--- src/rtl/trap_pkg.sv ---
// trap_pkg: shared definitions for the write-back trap sequencer.
//   - trap cause codes (exceptions and machine interrupts)
//   - mtvec mode encodings
//   - FSM state encoding used by trap_ctrl
package trap_pkg;

  localparam logic [4:0] CAUSE_INST_MIS = 5'd0;
  localparam logic [4:0] CAUSE_ILLEGAL  = 5'd2;
  localparam logic [4:0] CAUSE_LD_MIS   = 5'd4;
  localparam logic [4:0] CAUSE_ST_MIS   = 5'd6;
  localparam logic [4:0] CAUSE_MSI      = 5'd3;
  localparam logic [4:0] CAUSE_MTI      = 5'd7;
  localparam logic [4:0] CAUSE_MEI      = 5'd11;

  localparam logic [1:0] MTVEC_DIRECT   = 2'd0;
  localparam logic [1:0] MTVEC_VECTORED = 2'd1;

  typedef enum logic [1:0] {
    ST_IDLE = 2'd0,
    ST_SAVE = 2'd1,
    ST_JUMP = 2'd2,
    ST_MRET = 2'd3
  } state_t;

endpackage

--- src/rtl/trap_prio_enc.sv ---
// trap_prio_enc: combinational fixed-priority trap cause encoder.
// Inputs : exception flags, WB instruction/address, interrupt pending lines,
//          interrupt enables {meie,mtie,msie}, global mstatus.MIE.
// Outputs: trap_valid - some exception or enabled interrupt is present
//          is_irq     - the selected trap is an interrupt (no exception present)
//          cause      - selected cause code
//          tval       - trap value (0 for interrupts)
module trap_prio_enc
  import trap_pkg::*;
(
  input  logic        e_inst_addr_mis,
  input  logic        e_illegal_inst,
  input  logic        e_ld_addr_mis,
  input  logic        e_st_addr_mis,
  input  logic [31:0] inst,
  input  logic [31:0] mem_addr,
  input  logic        meip,
  input  logic        mtip,
  input  logic        msip,
  input  logic [2:0]  mie,
  input  logic        mstatus_mie,
  output logic        trap_valid,
  output logic        is_irq,
  output logic [4:0]  cause,
  output logic [31:0] tval
);

  logic [2:0] irq_act;  // {MEI, MTI, MSI} pending and enabled
  assign irq_act = {meip, mtip, msip} & mie;

  always_comb begin
    trap_valid = 1'b1;
    is_irq     = 1'b0;
    cause      = '0;
    tval       = '0;
    if (e_inst_addr_mis) begin
      cause = CAUSE_INST_MIS;
      tval  = mem_addr;
    end else if (e_illegal_inst) begin
      cause = CAUSE_ILLEGAL;
      tval  = inst;
    end else if (e_ld_addr_mis) begin
      cause = CAUSE_LD_MIS;
      tval  = mem_addr;
    end else if (e_st_addr_mis) begin
      cause = CAUSE_ST_MIS;
      tval  = mem_addr;
    end else if (mstatus_mie && (irq_act != 3'b000)) begin
      is_irq = 1'b1;
      // MSI outranks MTI even though its enable bit sits lower.
      if (irq_act[2])      cause = CAUSE_MEI;
      else if (irq_act[0]) cause = CAUSE_MSI;
      else                 cause = CAUSE_MTI;
    end else begin
      trap_valid = 1'b0;
    end
  end

endmodule

--- src/rtl/trap_ctrl.sv ---
// trap_ctrl: write-back trap sequencer.
// Picks one trap cause for the WB instruction, then sequences
//   detect (flush) -> SAVE (CSR write strobe, stall) -> JUMP (redirect to mtvec)
// and for mret
//   detect (flush) -> MRET (mret strobe, redirect to mepc).
// Ports: clk_i/rst_i (async, active-high); WB instruction info and exception
// flags; interrupt lines and enables; mtvec/mepc CSRs; flush/stall, CSR write
// strobe with mcause/mepc/mtval, mret strobe, PC redirect strobe and target.
module trap_ctrl
  import trap_pkg::*;
#(
  parameter bit VEC_MODE_EN = 1'b1
) (
  input  logic        clk_i,
  input  logic        rst_i,
  input  logic        wb_valid_i,
  input  logic [31:0] wb_pc_i,
  input  logic [31:0] wb_inst_i,
  input  logic [31:0] wb_mem_addr_i,
  input  logic        e_inst_addr_mis_i,
  input  logic        e_illegal_inst_i,
  input  logic        e_ld_addr_mis_i,
  input  logic        e_st_addr_mis_i,
  input  logic        is_mret_i,
  input  logic        xint_meip_i,
  input  logic        xint_mtip_i,
  input  logic        xint_msip_i,
  input  logic        mstatus_mie_i,
  input  logic [2:0]  mie_i,
  input  logic [31:0] mtvec_i,
  input  logic [31:0] mepc_i,
  output logic        flush_o,
  output logic        stall_o,
  output logic        csr_we_exc_o,
  output logic [31:0] mcause_o,
  output logic [31:0] mepc_o,
  output logic [31:0] mtval_o,
  output logic        mret_o,
  output logic        pc_redirect_o,
  output logic [31:0] pc_target_o
);

  state_t      state, nxt;
  logic        trap_valid, is_irq;
  logic [4:0]  cause;
  logic [31:0] tval;
  logic [4:0]  cause_q;
  logic        irq_q;
  logic [31:0] tval_q, epc_q;
  logic        take_trap, take_mret, capture, flush_idle;
  logic [31:0] base;

  trap_prio_enc u_enc (
    .e_inst_addr_mis (e_inst_addr_mis_i),
    .e_illegal_inst  (e_illegal_inst_i),
    .e_ld_addr_mis   (e_ld_addr_mis_i),
    .e_st_addr_mis   (e_st_addr_mis_i),
    .inst            (wb_inst_i),
    .mem_addr        (wb_mem_addr_i),
    .meip            (xint_meip_i),
    .mtip            (xint_mtip_i),
    .msip            (xint_msip_i),
    .mie             (mie_i),
    .mstatus_mie     (mstatus_mie_i),
    .trap_valid      (trap_valid),
    .is_irq          (is_irq),
    .cause           (cause),
    .tval            (tval)
  );

  // Exceptions beat mret; mret beats interrupts (re-evaluated after return).
  assign take_mret = is_mret_i & ~(trap_valid & ~is_irq);
  assign take_trap = trap_valid & ~(is_irq & is_mret_i);

  always_ff @(posedge clk_i or posedge rst_i) begin
    if (rst_i) state <= ST_IDLE;
    else       state <= nxt;
  end

  always_ff @(posedge clk_i or posedge rst_i) begin
    if (rst_i) begin
      cause_q <= '0;
      irq_q   <= 1'b0;
      tval_q  <= '0;
      epc_q   <= '0;
    end else if (capture) begin
      cause_q <= cause;
      irq_q   <= is_irq;
      tval_q  <= tval;
      epc_q   <= wb_pc_i;
    end
  end

  always_comb begin
    nxt        = state;
    capture    = 1'b0;
    flush_idle = 1'b0;
    case (state)
      ST_IDLE: begin
        if (wb_valid_i) begin
          if (take_trap) begin
            flush_idle = 1'b1;
            capture    = 1'b1;
            nxt        = ST_SAVE;
          end else if (take_mret) begin
            flush_idle = 1'b1;
            nxt        = ST_MRET;
          end
        end
      end
      ST_SAVE: nxt = ST_JUMP;
      ST_JUMP: nxt = ST_IDLE;
      ST_MRET: nxt = ST_IDLE;
      default: nxt = ST_IDLE;
    endcase
  end

  // The IDLE flush is combinational from WB inputs; gate it so reset forces
  // every output low immediately.
  assign flush_o       = ~rst_i & (flush_idle | (state != ST_IDLE));
  assign stall_o       = (state == ST_SAVE);
  assign csr_we_exc_o  = (state == ST_SAVE);
  assign mret_o        = (state == ST_MRET);
  assign pc_redirect_o = (state == ST_JUMP) | (state == ST_MRET);
  assign mcause_o      = {irq_q, 26'd0, cause_q};
  assign mepc_o        = epc_q;
  assign mtval_o       = tval_q;

  assign base = {mtvec_i[31:2], 2'b00};

  always_comb begin
    pc_target_o = '0;
    if (state == ST_JUMP) begin
      // Modes 2/3 fall back to direct; exceptions always use the base.
      if (VEC_MODE_EN && irq_q && (mtvec_i[1:0] == MTVEC_VECTORED))
        pc_target_o = base + {25'd0, cause_q, 2'b00};
      else
        pc_target_o = base;
    end else if (state == ST_MRET) begin
      pc_target_o = {mepc_i[31:2], 2'b00};
    end
  end

endmodule

--- config.mk ---
export PLATFORM = sky130hd
export DESIGN_NAME = trap_ctrl
export DESIGN_NICKNAME = d
export VERILOG_FILES = /design/src/rtl/trap_pkg.sv /design/src/rtl/trap_prio_enc.sv /design/src/rtl/trap_ctrl.sv
export SDC_FILE = /design/constraint.sdc
export NUM_CORES = 1
export LEC_CHECK = 0
export CORE_AREA = 2 2 120 122
export CTS_CLUSTER_SIZE = 25
export DETAILED_ROUTE_END_ITERATION = 12
export DIE_AREA = 0 0 122 124
export MAX_ROUTING_LAYER = met4
export PLACE_DENSITY = 0.7
export SLEW_MARGIN = 15
export SYNTH_ARGS = -nofsm -noshare
export SYNTH_HDL_FRONTEND = slang
export SYNTH_SLANG_ARGS = --single-unit
--- constraint.sdc ---
create_clock -name clk_i -period 8.53 [get_ports clk_i]
set_input_delay 1.706 -clock clk_i [delete_from_list [all_inputs] [get_ports clk_i]]
set_output_delay 1.706 -clock clk_i [all_outputs]
set_load 0.005 [all_outputs]
**Word level (Yosys, flattened, before mapping)**

Index checks and enable logic that the tools add are counted.
Widths: inputs -> output; s select.

- Register bits after elaboration: 72
- Input bits: 175
- Logic and storage cells: 65
- Output and inout bits: 133

- Equality and inequality tests: 6
- Add/sub/neg operators: 1
- Muxes and demuxes: 34
- Reductions and logical operators: 7
- Bitwise logic cells: 12

Operators by type and width:

| kind | count |
|---|---|
| $mux 32 | 7 |
| $add 32x7->32 | 1 |
| $mux 5 | 6 |
| $mux 1 | 16 |
| $mux 2 | 3 |
| $pmux 2 s3 | 1 |
| $and 1x1->1 | 5 |
| $eq 2x1->1 const B | 2 |
| $eq 2x2->1 const B | 2 |
| $not 1->1 | 4 |
| $and 3x3->3 | 1 |
| $mux 3 | 1 |
| $ne 3x3->1 const B | 1 |
| $reduce_bool 3->1 | 1 |
| $logic_and 1x1->1 | 2 |
| $logic_not 2->1 | 1 |
| $ne 2x2->1 const B | 1 |
| $or 1x1->1 | 2 |
| $reduce_and 2->1 | 1 |
| $reduce_bool 2->1 | 1 |
| $reduce_or 2->1 | 1 |

**Depth between registers and ports, before layout**

Gate-level depths: netlist (run 1).

- Depth after elaboration: 18
- Gate-level depth with buffers: 8

**By module**

Synthesis (run 1) repeated with hierarchy kept, for this count alone.

- Cells, all modules: 452
- Area, all modules: 4733.3 µm²

By module, submodules not included:

| module | area each (µm²) | cells an instance | sequential area each (µm²) | times used |
|---|---|---|---|---|
| trap_ctrl | 4257.8 | 392 | 1801.7 | 1 |
| trap_prio_enc | 475.5 | 60 | 0.0 | 1 |

**Least setup slack after synthesis (run 1)**

No wires, ideal clock.

- Kind: input to output
- From: in mtvec_i[2]
- To: out pc_target_o[20]
- Required time: 6.824 ns
- Path buffers: 1
- Cell stages on the path: 8
- Slack: 3.277 ns
- Arrival time: 3.547 ns
- Cells stage by stage: ha_1 > fa_1 > a21o_1 > a21oi_1 > clkbuf_1 > nor3_1 > xnor2_1 > a21oi_1

- Word-level cells in the longest chain between the ends: 3

Ends and longest elaborated chain:

| what | line | source |
|---|---|---|
| start, declared | trap_ctrl.sv:30 | `input logic [31:0] mtvec_i,` |
| $add 32x7->32 | trap_ctrl.sv:136 | `pc_target_o = base + {25'd0, cause_q, 2'b00};` |
| $mux 32 | trap_ctrl.sv:135 | `if (VEC_MODE_EN && irq_q && (mtvec_i[1:0] == MTVEC_VECTORED))` |
| $mux 32 | trap_ctrl.sv:133 | `if (state == ST_JUMP) begin` |
| end, declared | trap_ctrl.sv:40 | `output logic [31:0] pc_target_o` |

Every way passes these cells.

**Worst setup path in the final report (run 1)**

- From: in mtvec_i[2]
- To: out pc_target_o[30]

The elaborated chain is that of the path after synthesis.

==> results.toml, run 1 <==
[layout]
fin_nets = 906
instances_no_fill = 912
mostFrequentLayoutCells = "clkdlybuf4s50_1 (276), dfrtp_1 (70), nand2_1 (61)"
fin_area_um2 = 7420
drive_above_1_share_pct = 4.92
fin_util_pct = 54.1
mostFrequentLayoutCell = "clkdlybuf4s50_1"
area_growth_pct = 70.9

[timing]
post-route-period-util_pct = 76.0
drv_slew = 0
timing.fmax_mhz = 154
tns_ns = 0
setup_violations = 0
grt_setup_unrepaired = "no"
hold_viol = 0
slew_headroom_pct = 42.4
fin_crit_ns = 6.49
tightest_slew_ns = 0.864
fin_worst_skew_ns = 0.00610

[global_route]
grt_max_degree = 86
grtUsageMet3_pct = 7.05
grt_pass1_vias = 4578
use_met1_pct = 20.9
grt-busiest-layer = "met2"
grt_use_met2_pct = 35.5
overflow = 0
gr-usage-all-layers_pct = 20.3
antenna_found_initial = 1
grt_pass1_wl_mm = 22.9

[power]
power_frac_comb_pct = 37.9
switching_share_pct = 28.5
power_density_nw_per_um2 = 185
power.internal_mw = 0.981
vdd_drop_max_mv = 0.117
power.switching_mw = 0.391
seqPwrFrac_pct = 34.9
p_leak_nw = 2.94
power.share.clock_pct = 27.1

[critical_path]
start_kind = "input port"
rr_worst_depth = 4
critical_path_arrival_ns = 4.78
r2r-start = "state[1]"
crit_fanout = 13
endpoint_kind = "output port"
critPathKind = "in2out"
reg2reg_to = "mepc_o[8]"
reg2reg_slack_ns = 5.98
cp.required_ns = 6.82

[synthesis]
syn_inst = 469
syn_avg_cell_area_um2 = 9.27
synth_cell_type_count = 50
syn_area_um2 = 4350
synth_top_area_share_pct = 40.3
yosysWarnings = 0
synth_edf_count = 0
synth_area_leader_cell = "dfrtp_1"
synth_async_sr_flop_share_pct = 100
yosysSeqAreaShare_pct = 40.3
synth-seq-cells = 70
synth.area.top_cells = "dfrtp_1 (40%), mux2_1 (8.3%), a22oi_1 (5.5%)"
synth-main-ff-cell = "dfrtp_1"

[detailed_routing]
routedWlPerCell_um = 16.8
first_iter_violations = 167
dr.pass1.iters = 5
vias_per_cell = 4.89
drc = 0
dr_total_vias = 4458
wl_mm = 15.3
antenna_left = 0

[clock_network]
htree_levels = 3
cts_resized = 0
root_buffer = "clkbuf_16"
cts_buffer_depth = 2
cts_tree = "yes"
clock-sinks = 70
clk_latency_ns = 0.33
cts_hold_buf = 0
post-cts-setup-buffers = 0
numCtsBuffers = 9
clkTransAtPathRegs_ns = 0.06

[die]
die_y_um = 124
ios = 308
placementRows = 43
initial_utilization_pct = 31.7
design.core.area_um2 = 13700
die_area_um2 = 15100
fp.dieW_um = 122

[placed_design]
dp_cells = 895
port_buffers = 276
dp_hpwl_mm = 12.2
routabilityCongestion = 0.829
postPlaceCellArea_um2 = 7120

[run]
drv_cap = 0

[min_path]
min_path_type = "reg2reg"
hp-start = "mtval_o[2]"
hold_end = "mtval_o[2]"
holdPathStages = 2

[outcome]
outcome = "finished, final reports clean"
## worst max-delay path: stages
cell             delay, ns
clkdlybuf4s50_1       0.47
ha_1                  0.28
fa_1                  0.42
a21o_1                0.21
a21oi_2               0.62
nand4b_1              0.23
xor2_1                0.08
a21oi_1               0.22
clkdlybuf4s50_1       0.55
## layout make-up
type / count / area [µm²]
fill: 1196 / 6290
inverter: 2 / 7.51
timing repair buffer: 282 / 2810
clock inverter: 5 / 58.8
multi-input combinational: 361 / 2330
tap: 180 / 225
antenna: 1 / 2.50
clock buffer: 11 / 243
sequential: 70 / 1750
## cell usage after synthesis, types with 9 or more instances
cell      count
o21ai_0      37
nand3_1      13
clkbuf_1     22
dfrtp_1      70
nand4_1       9
buf_4        32
nand2_1      61
a21oi_1      24
o21ai_1      26
mux2_1       32
nor2_1       13
a22oi_1      32
xnor2_1      17
xor2_1       10
## metrics by stage
stage	setup slack, ns	hold slack [ns]	power (mW)
global placement	1.73	0.465	0.996
detailed placement	1.57	0.474	1.01
global route	1.95	0.510	1.46
finish	2.04	0.483	1.37
CTS	1.56	0.489	1.39
floorplan	3.28	0.473	0.657
## cell families (layout without fill, tap and decap cells)
logic type      after synthesis  count (layout)  synth area share (%)
mux                          32              32                  8.29
buf+inv                      66             300                  8.75
flops                        70              70                  40.3
xor+xnor                     27              27                  5.44
compound gates              137             137                  19.1
fa+ha+maj                     5               5                  1.61
other cells                   1              30                0.0863
simple gates                131             131                  16.4
## sequential cells by signal, summed over array words and instances, names as in the netlist
| register | cells |
|---|---|
| cause_q | 4 |
| state | 2 |
| mtval_o | 32 |
| mepc_o | 32 |
## power by group through the flow
| stage | clock, mW | combinational (mW) | sequential [mW] |
|---|---|---|---|
| final | 0.372 | 0.520 | 0.479 |
| after global routing | 0.396 | 0.569 | 0.491 |
| after CTS | 0.382 | 0.528 | 0.481 |
| after detailed placement | 0 | 0.524 | 0.484 |
| after global placement | 0 | 0.518 | 0.478 |
| after floorplan | 0 | 0.176 | 0.481 |
## routing by layer
layer,vias to the layer above,wire length [µm]
met3,20,1650
met4,0,373
li1,2143,-
met1,2069,5490
met5,-,0
met2,226,7780
## how the worst max path moves through the flow
stage,startpoint,endpoint,cells after the start
CTS,mtvec_i[2],pc_target_o[30],9
floorplan,mtvec_i[2],pc_target_o[20],8
detailed placement,mtvec_i[2],pc_target_o[30],9
global route,mtvec_i[2],pc_target_o[30],9
finish,mtvec_i[2],pc_target_o[30],9
global placement,mtvec_i[2],pc_target_o[30],9
Power figures use the tool's default switching activity.
==> run 2: changes to the inputs <==
CORE_AREA = default   (was 2 2 120 122)
CORE_ASPECT_RATIO = 0.7   (was default)
CORE_MARGIN = 2   (was default)
CORE_UTILIZATION = 36   (was default)
DIE_AREA = default   (was 0 0 122 124)
PLACE_DENSITY = 0.79   (was 0.7)
clock period = 6 ns   (was 8.53 ns; I/O delays follow)
==> run 2 against run 1 <==
Net effect: sequential share of layout area is 0.14 points higher; first-iteration DRC count rose by 43%; utilization rose by 8.8 points; worst setup slack lost 1.1 ns; critical path depth shrank 2; critical endpoint is now pc_target_o[29].
==> results.toml, run 2 (synthesized netlist as in run 1, its figures left out) <==
[outcome]
outcome = "finished, final reports clean"

[global_route]
antenna_found_initial = 0
grt_max_degree = 103
grt_pass1_wl_mm = 22.4
gr-usage-all-layers_pct = 22.8
overflow = 0
grt_pass1_vias = 4361

[timing]
tns_ns = 0
post-route-period-util_pct = 84.8
fin_ws_ns = 0.915
tightest_slew_ns = 1.02
hold_viol = 0
hold_slack_ns = 0.478
drv_slew = 0
slew_headroom_pct = 32.1
setup_violations = 0
grt_setup_unrepaired = "no"
timing.fmax_mhz = 197
fin_crit_ns = 5.09
fin_worst_skew_ns = 0.00604

[power]
p_leak_nw = 2.94
power_density_nw_per_um2 = 261
vdd_drop_max_mv = 0.178
p_total_mw = 1.93

[clock_network]
cts_tree = "yes"
clkTransAtPathRegs_ns = 0.05
clock-sinks = 70
cts_resized = 0
clk_latency_ns = 0.33
htree_levels = 3
numCtsBuffers = 9
cts_buffer_depth = 2
root_buffer = "clkbuf_16"
post-cts-setup-buffers = 0
cts_hold_buf = 0

[critical_path]
critical_path_arrival_ns = 3.89
rr_worst_depth = 4
cp.required_ns = 4.80
r2r-start = "state[1]"
start_kind = "input port"
crit_start = "mtvec_i[8]"
reg2reg_to = "mepc_o[10]"
endpoint_kind = "output port"
crit_fanout = 11
critPathKind = "in2out"
reg2reg_slack_ns = 3.37

[min_path]
holdPathStages = 2
hold_end = "mtval_o[22]"
hp-start = "mtval_o[22]"
min_path_type = "reg2reg"

[placed_design]
routabilityCongestion = 0.957
pre_cts_slack_ns = 0.944
dp_cells = 873
dp_hpwl_mm = 11.9
postPlaceCellArea_um2 = 7100
port_buffers = 276

[die]
die_y_um = 95.9
fp.dieW_um = 135
die_area_um2 = 13000
ios = 308
design.core.area_um2 = 11700
initial_utilization_pct = 37.1
placementRows = 33

[layout]
fin_nets = 907
fin_area_um2 = 7380
antenna_cells = 0
mostFrequentLayoutCells = "clkdlybuf4s50_1 (276), dfrtp_1 (70), nand2_1 (61)"
drive_above_1_share_pct = 4.64
mostFrequentLayoutCell = "clkdlybuf4s50_1"
instances_no_fill = 889
area_growth_pct = 69.8
n_fill_cell = 938
fin_util_pct = 62.9

[detailed_routing]
vias_per_cell = 5.06
dr.pass1.iters = 5
antenna_left = 0
wl_mm = 15.0
drc = 0
routedWlPerCell_um = 16.9
dr_total_vias = 4494
first_iter_violations = 238

[run]
drv_cap = 0
[run 2: changes by cell type in the layout (fill, tap and decap cells not counted), sizes merged]
cell,change
clkbuf,+1
diode,-1
buf,+1
clkinvlp,-1
[run 2: worst max-delay path: stages]
cell and delay, ns:
clkdlybuf4s50_1 0.57, nand4_2 0.21, or4_4 0.65, nor4_1 0.40
xnor2_1 0.12, o21ai_1 0.19, clkdlybuf4s50_1 0.54
[run 2: worst max path at each step]
| stage | endpoint | cells past startpoint | slack [ns] |
|---|---|---|---|
| after detailed placement | pc_target_o[29] | 7 | 0.94 |
| after CTS | pc_target_o[29] | 7 | 0.92 |
| after global routing | pc_target_o[13] | 8 | 0.82 |
| after global placement | pc_target_o[20] | 10 | 1.01 |
| after floorplan | pc_target_o[20] | 8 | 1.76 |
| final | pc_target_o[29] | 7 | 0.91 |
[run 2: cell type report]
| type | count | area [µm²] | area share (%) |
|---|---|---|---|
| well taps | 157 | 196 | 2.66 |
| multi-input cells | 361 | 2320 | 31.5 |
| inverters | 2 | 7.51 | 0.102 |
| flip-flops and latches | 70 | 1750 | 23.7 |
| clock buffers | 12 | 236 | 3.20 |
| clock inverters | 4 | 47.5 | 0.644 |
| repair buffers | 283 | 2820 | 38.1 |
[run 2: per-layer routing]
metal,share of wire (%),vias up,GRT usage [%]
met5,0,-,-
met4,2.1,0,6.51
met3,5.5,31,4.32
met2,50,195,38.5
met1,42,2121,28.4
li1,-,2147,-
[run 2: report_power, final]
group	internal, mW	switching (mW)	leakage [nW]
Combinational	0.460	0.280	1.95
Clock	0.320	0.187	0.137
Sequential	0.601	0.0783	0.854
Total	1.38	0.545	2.94
